[config.mk]
export PLATFORM = sky130hd
export DESIGN_NAME = seq_scan_ctrl
export DESIGN_NICKNAME = d
export VERILOG_FILES = /design/src/rtl/seq_scan_ctrl_pkg.sv /design/src/rtl/seq_scan_ctrl_piso.sv /design/src/rtl/seq_scan_ctrl.sv
export SDC_FILE = /design/constraint.sdc
export NUM_CORES = 1
export LEC_CHECK = 0
export ABC_AREA = 1
export CAP_MARGIN = 20
export CORE_UTILIZATION = 53
export CTS_BUF_LIST = sky130_fd_sc_hd__clkbuf_4
export CTS_CLUSTER_SIZE = 12
export DETAILED_ROUTE_END_ITERATION = 8
export GPL_ROUTABILITY_DRIVEN = 0
export PLACE_DENSITY_LB_ADDON = 0.05
export SYNTH_ARGS = -nofsm -noshare
export SYNTH_HDL_FRONTEND = slang
export SYNTH_SLANG_ARGS = --single-unit
[constraint.sdc]
create_clock -name clk -period 2.4 [get_ports clk]
set_input_delay 0.48 -clock clk [delete_from_list [all_inputs] [get_ports clk]]
set_output_delay 0.48 -clock clk [all_outputs]
set_load 0.01 [all_outputs]
[src/rtl/seq_scan_ctrl_pkg.sv]
// Shared definitions for the sequence-scan controller: FSM state encoding
// and default geometry for the job data path.
package seq_scan_ctrl_pkg;

  // Default job geometry: DW-bit pattern, CW-bit length / hit counter.
  localparam int DW_DEF = 8;
  localparam int CW_DEF = 4;

  // FSM state encoding, fixed 3-bit values so the state is observable
  // consistently across the codebase.
  localparam logic [2:0] IDLE_ENC  = 3'd0;
  localparam logic [2:0] CLR_ENC   = 3'd1;
  localparam logic [2:0] SHIFT_ENC = 3'd2;
  localparam logic [2:0] DRAIN_ENC = 3'd3;
  localparam logic [2:0] DONE_ENC  = 3'd4;

  typedef enum logic [2:0] {
    ST_IDLE  = IDLE_ENC,
    ST_CLR   = CLR_ENC,
    ST_SHIFT = SHIFT_ENC,
    ST_DRAIN = DRAIN_ENC,
    ST_DONE  = DONE_ENC
  } state_t;

endpackage

[src/rtl/seq_scan_ctrl_piso.sv]
// Loadable MSB-first parallel-in/serial-out shift register. The current
// serial bit is always the MSB; a shift moves the next bit into the MSB.
module seq_piso
  import seq_scan_ctrl_pkg::*;
#(
  parameter int DW = DW_DEF
) (
  input  logic          clk,
  input  logic          rst,
  input  logic          load_i,
  input  logic          shift_i,
  input  logic [DW-1:0] din_i,
  output logic          msb_o
);

  logic [DW-1:0] sr_q;
  logic [DW-1:0] sr_d;

  // Next shift-register contents: load has priority over shift.
  always_comb begin
    sr_d = sr_q;
    if (load_i) begin
      sr_d = din_i;
    end else if (shift_i) begin
      sr_d = {sr_q[DW-2:0], 1'b0};
    end else begin
      sr_d = sr_q;
    end
  end

  // Shift-register storage with synchronous active-low reset.
  always_ff @(posedge clk) begin
    if (!rst) begin
      sr_q <= {DW{1'b0}};
    end else begin
      sr_q <= sr_d;
    end
  end

  assign msb_o = sr_q[DW-1];

endmodule

[src/rtl/seq_scan_ctrl.sv]
// Sequence-scan controller: shifts a job pattern serially into an external
// detector and records which bits the detector reacted to. The detector is
// a Moore machine, so its response to bit k is sampled one cycle later.
module seq_scan_ctrl
  import seq_scan_ctrl_pkg::*;
#(
  parameter int DW = DW_DEF,
  parameter int CW = CW_DEF
) (
  input  logic          clk,
  input  logic          rst,
  input  logic          start,
  input  logic [DW-1:0] data,
  input  logic [CW-1:0] len,
  output logic          busy,
  output logic          done,
  output logic          seq_rst,
  output logic          ser_out,
  output logic          ser_vld,
  input  logic          det_in,
  output logic [CW-1:0] hit_cnt,
  output logic [DW-1:0] hit_map
);

  localparam logic [CW-1:0] LEN_MAX = CW'(DW);
  localparam logic [CW-1:0] ONE_C   = CW'(1);
  localparam logic [DW-1:0] MAP_ONE = DW'(1);

  state_t        state_q, state_d;
  logic [CW-1:0] len_q, len_d;
  logic [CW-1:0] idx_q, idx_d;
  logic [CW-1:0] hit_cnt_q, hit_cnt_d;
  logic [DW-1:0] hit_map_q, hit_map_d;
  logic          busy_q, busy_d;
  logic          done_q, done_d;
  logic          ser_out_q, ser_out_d;
  logic          ser_vld_q, ser_vld_d;

  logic [CW-1:0] eff_len_s;
  logic          hit_s;
  logic [CW-1:0] hit_bit_s;
  logic          piso_load_s;
  logic          piso_shift_s;
  logic          piso_msb_s;

  seq_piso #(.DW(DW)) u_piso (
    .clk     (clk),
    .rst     (rst),
    .load_i  (piso_load_s),
    .shift_i (piso_shift_s),
    .din_i   (data),
    .msb_o   (piso_msb_s)
  );

  // Effective job length: out-of-range requests (0 or > DW) run a full word.
  always_comb begin
    eff_len_s = len;
    if ((len == {CW{1'b0}}) || (len > LEN_MAX)) begin
      eff_len_s = LEN_MAX;
    end else begin
      eff_len_s = len;
    end
  end

  // Next-state, index, hit accumulation and registered-output next values.
  always_comb begin
    state_d      = state_q;
    len_d        = len_q;
    idx_d        = idx_q;
    hit_cnt_d    = hit_cnt_q;
    hit_map_d    = hit_map_q;
    piso_load_s  = 1'b0;
    hit_s        = 1'b0;
    hit_bit_s    = {CW{1'b0}};

    case (state_q)
      ST_IDLE: begin
        if (start) begin
          state_d     = ST_CLR;
          len_d       = eff_len_s;
          piso_load_s = 1'b1;
        end else begin
          state_d = ST_IDLE;
        end
      end
      ST_CLR: begin
        state_d   = ST_SHIFT;
        idx_d     = {CW{1'b0}};
        hit_cnt_d = {CW{1'b0}};
        hit_map_d = {DW{1'b0}};
      end
      ST_SHIFT: begin
        // Detector output now reflects the previous bit on ser_out.
        if (idx_q != {CW{1'b0}}) begin
          hit_s     = det_in;
          hit_bit_s = idx_q - ONE_C;
        end else begin
          hit_s = 1'b0;
        end
        if (idx_q == (len_q - ONE_C)) begin
          state_d = ST_DRAIN;
        end else begin
          idx_d = idx_q + ONE_C;
        end
      end
      ST_DRAIN: begin
        // Last bit's detector response arrives one cycle after SHIFT ends.
        hit_s     = det_in;
        hit_bit_s = len_q - ONE_C;
        state_d   = ST_DONE;
      end
      ST_DONE: begin
        state_d = ST_IDLE;
      end
      default: begin
        state_d = ST_IDLE;
      end
    endcase

    if (hit_s) begin
      hit_cnt_d = hit_cnt_q + ONE_C;
      hit_map_d = hit_map_q | (MAP_ONE << hit_bit_s);
    end else begin
      hit_cnt_d = hit_cnt_d;
      hit_map_d = hit_map_d;
    end

    // Outputs are registered from the upcoming state so they line up with it.
    piso_shift_s = (state_d == ST_SHIFT);
    busy_d       = (state_d != ST_IDLE);
    done_d       = (state_d == ST_DONE);
    ser_vld_d    = (state_d == ST_SHIFT);
    ser_out_d    = (state_d == ST_SHIFT) ? piso_msb_s : 1'b0;
  end

  // State and output registers with synchronous active-low reset.
  always_ff @(posedge clk) begin
    if (!rst) begin
      state_q   <= ST_IDLE;
      len_q     <= {CW{1'b0}};
      idx_q     <= {CW{1'b0}};
      hit_cnt_q <= {CW{1'b0}};
      hit_map_q <= {DW{1'b0}};
      busy_q    <= 1'b0;
      done_q    <= 1'b0;
      ser_out_q <= 1'b0;
      ser_vld_q <= 1'b0;
    end else begin
      state_q   <= state_d;
      len_q     <= len_d;
      idx_q     <= idx_d;
      hit_cnt_q <= hit_cnt_d;
      hit_map_q <= hit_map_d;
      busy_q    <= busy_d;
      done_q    <= done_d;
      ser_out_q <= ser_out_d;
      ser_vld_q <= ser_vld_d;
    end
  end

  // Detector clear follows reset immediately, and pulses low during CLR.
  assign seq_rst = rst & (state_q != ST_CLR);
  assign busy    = busy_q;
  assign done    = done_q;
  assign ser_out = ser_out_q;
  assign ser_vld = ser_vld_q;
  assign hit_cnt = hit_cnt_q;
  assign hit_map = hit_map_q;

endmodule

# After elaboration in Yosys (flattened, before gate mapping)
# Index checks and enable logic that the tools add are counted.
dict set report op_classes {
  addsub 4
  bitwise_logic 2
  n_eq_ne 8
  shifts 1
  n_lt_le_gt_ge 1
  n_reduce_logical 11
  n_mux 18
}
# operator n
set op_table {}
lappend op_table {{8-bit 2-to-1 mux} 4}
lappend op_table {{4-bit 2-to-1 mux} 5}
lappend op_table {{4-bit one-hot mux with 2 select lines} 2}
lappend op_table {{3-bit one-hot mux with 4 select lines} 1}
lappend op_table {{3-bit by 2-bit equality test with 1-bit output (second input constant)} 3}
lappend op_table {{4-bit by 1-bit adder with 4-bit output (second input constant)} 2}
lappend op_table {{8-bit OR} 1}
lappend op_table {{1-bit by 4-bit left shift with 8-bit output (first input constant)} 1}
lappend op_table {{4-bit by 1-bit subtractor with 4-bit output (second input constant)} 2}
lappend op_table {{2-bit AND reduction} 3}
lappend op_table {{2-bit nonzero test} 3}
lappend op_table {{4-bit equality test} 1}
lappend op_table {{4-bit > comparator (second input constant)} 1}
lappend op_table {{4-bit zero test} 1}
lappend op_table {{1-bit 2-to-1 mux} 4}
lappend op_table {{4-bit nonzero test} 1}
lappend op_table {{3-bit by 1-bit equality test with 1-bit output (second input constant)} 1}
lappend op_table {{3-bit equality test (second input constant)} 1}
lappend op_table {{3-bit zero test} 1}
lappend op_table {{3-bit 2-to-1 mux} 1}
lappend op_table {{3-bit by 1-bit != test with 1-bit output (second input constant)} 1}
lappend op_table {{3-bit nonzero test} 1}
lappend op_table {{2-bit != test (second input constant)} 1}
lappend op_table {{1-bit one-hot mux with 2 select lines} 1}
lappend op_table {{other kinds (2)} 2}
dict set report word_totals {
  regBits 35
  output_inout_bits 17
}

# Depth between registers and ports, before layout
dict set report logic_depth {
  ltp_word 7
  ltp_mapped 12
  ltp_nobuf 12
}

# Hierarchy
# A second synthesis with hierarchy kept.
dict set report unflattened {
  hier_cells 256
  area_unflattened_um2 1789.2
}
# module n_inst area_per_inst_um2 seq_area_each_um2 cells_each
set by_module_without_submodules {}
lappend by_module_without_submodules {seq_scan_ctrl 1 1390.1 540.5 196}
lappend by_module_without_submodules {seq_piso 1 399.1 160.2 60}

# Worst setup path after synthesis
# OpenSTA, ideal clock, no wires.
dict set report synth_timing {
  path_type {reg2reg}
  startpoint {reg len_q[0]}
  endpoint {reg u_piso.sr_q[3]}
  setup_time_ps 132
  arrival_time_ps 1572
  path_stages_with_launch 11
  period_less_slack_ps 1704
  setup_slack_ps 696
  n_path_buf 1
  required_ps 2268
  cell_sequence {dfxtp_1 inv_2 ha_1 or2_2 nand3_2 nor2_4 nand3_4 nand2_4 buf_12 nand3_1 a21oi_1}
}
dict set report synth_via {
  elab_chain_cells 6
}
# element line_no
set synth_lines {}
lappend synth_lines {{from (decl)} seq_scan_ctrl.sv:30} ;# logic [CW-1:0] len_q, len_d;
lappend synth_lines {{from (signal assigned)} seq_scan_ctrl.sv:140} ;# len_q <= {CW{1'b0}};
lappend synth_lines {{from (signal assigned)} seq_scan_ctrl.sv:150} ;# len_q <= len_d;
lappend synth_lines {{4-bit by 1-bit subtractor with 4-bit output} seq_scan_ctrl.sv:100} ;# if (idx_q == (len_q - ONE_C)) begin
lappend synth_lines {{4-bit equality test} seq_scan_ctrl.sv:100}
lappend synth_lines {{3-bit 2-to-1 mux} seq_scan_ctrl.sv:100}
lappend synth_lines {{3-bit one-hot mux with 4 select lines} seq_scan_ctrl.sv:76} ;# case (state_q)
lappend synth_lines {{3-bit by 2-bit equality test with 1-bit output} seq_scan_ctrl.sv:129} ;# piso_shift_s = (state_d == ST_SHIFT);
lappend synth_lines {{2-bit nonzero test (no line)} --}
lappend synth_lines {{to (signal assigned)} seq_scan_ctrl_piso.sv:34} ;# sr_q <= {DW{1'b0}};
lappend synth_lines {{to (signal assigned)} seq_scan_ctrl_piso.sv:36} ;# sr_q <= sr_d;
lappend synth_lines {{to (decl)} seq_scan_ctrl_piso.sv:16} ;# logic [DW-1:0] sr_q;
# No other way between the ends.
# A chain may end at the register's enable or synchronous reset.

# Worst setup path in the final report
dict set report layout_timing {
  startpoint {reg state_q[1]}
  endpoint {out seq_rst}
}
dict set report layout_via {
  elab_chain_cells 2
}
# element line_no
set layout_lines {}
lappend layout_lines {{from (decl)} seq_scan_ctrl.sv:29} ;# state_t state_q, state_d;
lappend layout_lines {{from (signal assigned)} seq_scan_ctrl.sv:149} ;# state_q <= state_d;
lappend layout_lines {{3-bit by 1-bit != test with 1-bit output} seq_scan_ctrl.sv:162} ;# assign seq_rst = rst & (state_q != ST_CLR);
lappend layout_lines {{1-bit AND} seq_scan_ctrl.sv:162}
lappend layout_lines {{to (decl)} seq_scan_ctrl.sv:17} ;# output logic seq_rst,
# No other way between the ends.

==> out/results.ini <==
[setup_path]
path_class = flop to primary output
crit_family = buffers and inverters
cp_slowest_cell = clkdlybuf4s50_1
cp.arrival_ns = 1.71
cp_common_cell = inv_1
cp-start-kind = flop
crit_chain = inv_1 > nand3_1 > nand2_1 > inv_1 > clkdlybuf4s50_1
worst-path-buf-inv = 3
max_stage_delay_ns = 0.53
crit_path_end_kind = primary output
cp.required_ns = 1.92
rr_worst_depth = 10
r2r_slack_ns = 0.46
cp_max_fo = 5
crit_cells = 5

[clocking]
htree_levels = 2
clk_pin_slew_ns = 0.11
cts_tree = yes
cts-root-buf = clkbuf_4
cts_resized = 0
cts_sinks = 35
clk_path_buf_depth = 2
cts_setup_buffers = 0
clock_latency_ns = 0.35
cts_buffers = 5
ctsHoldBuffers = 0

[yosys]
postSynthAreaPerCell_um2 = 7.131
synth-simple-area-share_pct = 34.45
ys_warn_count = 0
ys_seq_area_share_pct = 39.94
synth.area.mux_share_pct = 0
yosysTopAreaCell = dfxtp_1
synth_top_cell_area_share_pct = 39.94
synth_top_family_by_area = simple AND/OR/NAND/NOR gates
synth_async_sr_flop_share_pct = 0
synthAdderAreaFrac_pct = 3.566
synth_edf_count = 0
synthTopCellsByArea = dfxtp_1, nand2_1, nand3_1
ys_dominant_reg_cell = dfxtp_1
ys_seq_elements = 35
synth_compound_gate_area_share_pct = 11.98
netlist_area_um2 = 1754
synth_cell_types = 33
syn_nets = 267
synthXorXnorAreaFrac_pct = 1.997
netlist_instances = 246

[grt]
grt_pass1_vias = 1377
grt_max_degree = 21
grt-ovfl-total = 0
grt_usage_pct = 22.69
antenna_found_initial = 0
grt_pass1_wl_mm = 5.989

[place]
place_area_um2 = 2123
dp.cells = 321
detailed_place_hpwl_mm = 2.603
portBuffers = 32

[sta]
setup_tns_ns = 0
period_share_pct = 91.37
fin_crit_ns = 2.193
drv_slew = 0
setup_violations = 0
skew_ns = 0.01041
hold_viol = 0
relSlewSlack_pct = 78.92
worstMarginPinSlew_ns = 0.3154
rsz0062_at_grt = false
fmax_mhz = 456.0

[die]
start_util_pct = 56.53
dieHeight_um = 59.53
dieWidth_um = 59.53
fp.coreArea_um2 = 3103
dieArea_um2 = 3544
ioPinCount = 33
num_rows = 20

[power_and_ir_drop]
vdd_drop_max_mv = 0.3930
leakagePower_uw = 0.0009306
power.density_nw_per_um2 = 537.0

[detailed_routing]
drc = 0
vias = 1599
routedWlPerCell_um = 10.72
dr.pass1.iters = 4
drt_iter0_drc = 61
ant_nets = 0
via_per_inst = 4.860
drt_wl_total_mm = 3.526

[finish]
layout.nets = 305
fin_cells = 329
diodes = 0
drive_above_1_share_pct = 11.93
layout_common_cells = nand2_1, dfxtp_1, clkdlybuf4s50_1
n_fill_cell = 298
synthToLayoutAreaGrowth_pct = 24.32
fin_area_um2 = 2181
final_common_cell = nand2_1

[run]
maxCapViolCount = 0

[outcome]
status = finished clean

[min_path]
min_path_cells = 2
hp-class = flop to flop

-- path summary, 6_finish.rpt --
check,start,endpoint
setup / recovery,state_q[1],seq_rst
hold / removal,hit_map[6],hit_map[6]
hold reg to reg,hit_map[6],hit_map[6]
setup reg to reg,len_q[0],u_piso.sr_q[7]
-- where the power goes --
part	switching, µW	leakage [µW]	internal [µW]
clock	209	0.0000317	124
combinational	126	0.000615	92.1
sequential	15.9	0.000284	604
total	350	0.000931	821
-- cell usage after synthesis (2+ instances only) --
cell type,number
dfxtp_1,35
nand2_1,76
nand3_2,2
nand3_1,22
inv_2,4
nand2_2,5
o21ai_1,4
ha_1,5
clkbuf_1,3
inv_1,21
nor2_2,4
o22ai_1,2
o21ai_0,7
xor2_1,3
nor2_1,18
a21oi_1,18
-- kinds of logic after synthesis --
group,Yosys count
and+or+nand+nor,134
AOI/OAI and AO/OA,36
DFF,35
xor gates and xnor gates,4
buffers and inverters,32
adders and majority gates,5
-- flip-flops by register name, indices dropped and copies added (netlist names) --
register / count
busy: 1
done: 1
hit_cnt: 4
hit_map: 8
idx_q: 4
len_q: 4
ser_out: 1
ser_vld: 1
state_q: 3
u_piso.sr_q: 8
-- layer usage --
| metal | wire (µm) | global-route usage (%) | vias to the layer above | share of wire, % |
|---|---|---|---|---|
| met5 | 0 | 0 | - | 0 |
| met4 | 72 | 11.96 | 0 | 2.0 |
| met3 | 130 | 4.585 | 9 | 3.7 |
| met2 | 1601 | 35.96 | 28 | 45 |
| met1 | 1721 | 29.01 | 691 | 49 |
| li1 | - | - | 871 | - |
-- worst reg2reg max path: stages (launching register included) --
cell	delay, ns
dfxtp_1	0.41
inv_2	0.08
ha_1	0.34
or2_2	0.30
nand3_2	0.09
nor2_4	0.05
nand3_4	0.10
nand2_4	0.12
nand2_1	0.20
nand2_1	0.08
a21oi_1	0.11
-- per-stage QoR --
step	hold WS, ns	total power [µW]	worst slack, ns	utilization [%]
after global routing	0.4695	1235	0.1060	70.28
after floorplan	0.4506	785.2	0.6956	-
after global placement	0.4382	847.2	0.2616	68.43
final	0.4552	1171	0.2072	70.28
after CTS	0.4570	1176	0.2035	70.28
after detailed placement	0.4395	850.9	0.2612	68.43
-- final cells by class --
class	instances	area (µm²)	area share, %
multi-input combinational	179	912.1	41.82
clock inverter	2	12.51	0.5737
timing repair buffer	37	357.8	16.41
clock buffer	6	45.04	2.065
tap	44	55.05	2.524
inverter	26	97.59	4.475
sequential	35	700.7	32.13
No activity file was read; power rests on OpenSTA's default activity.
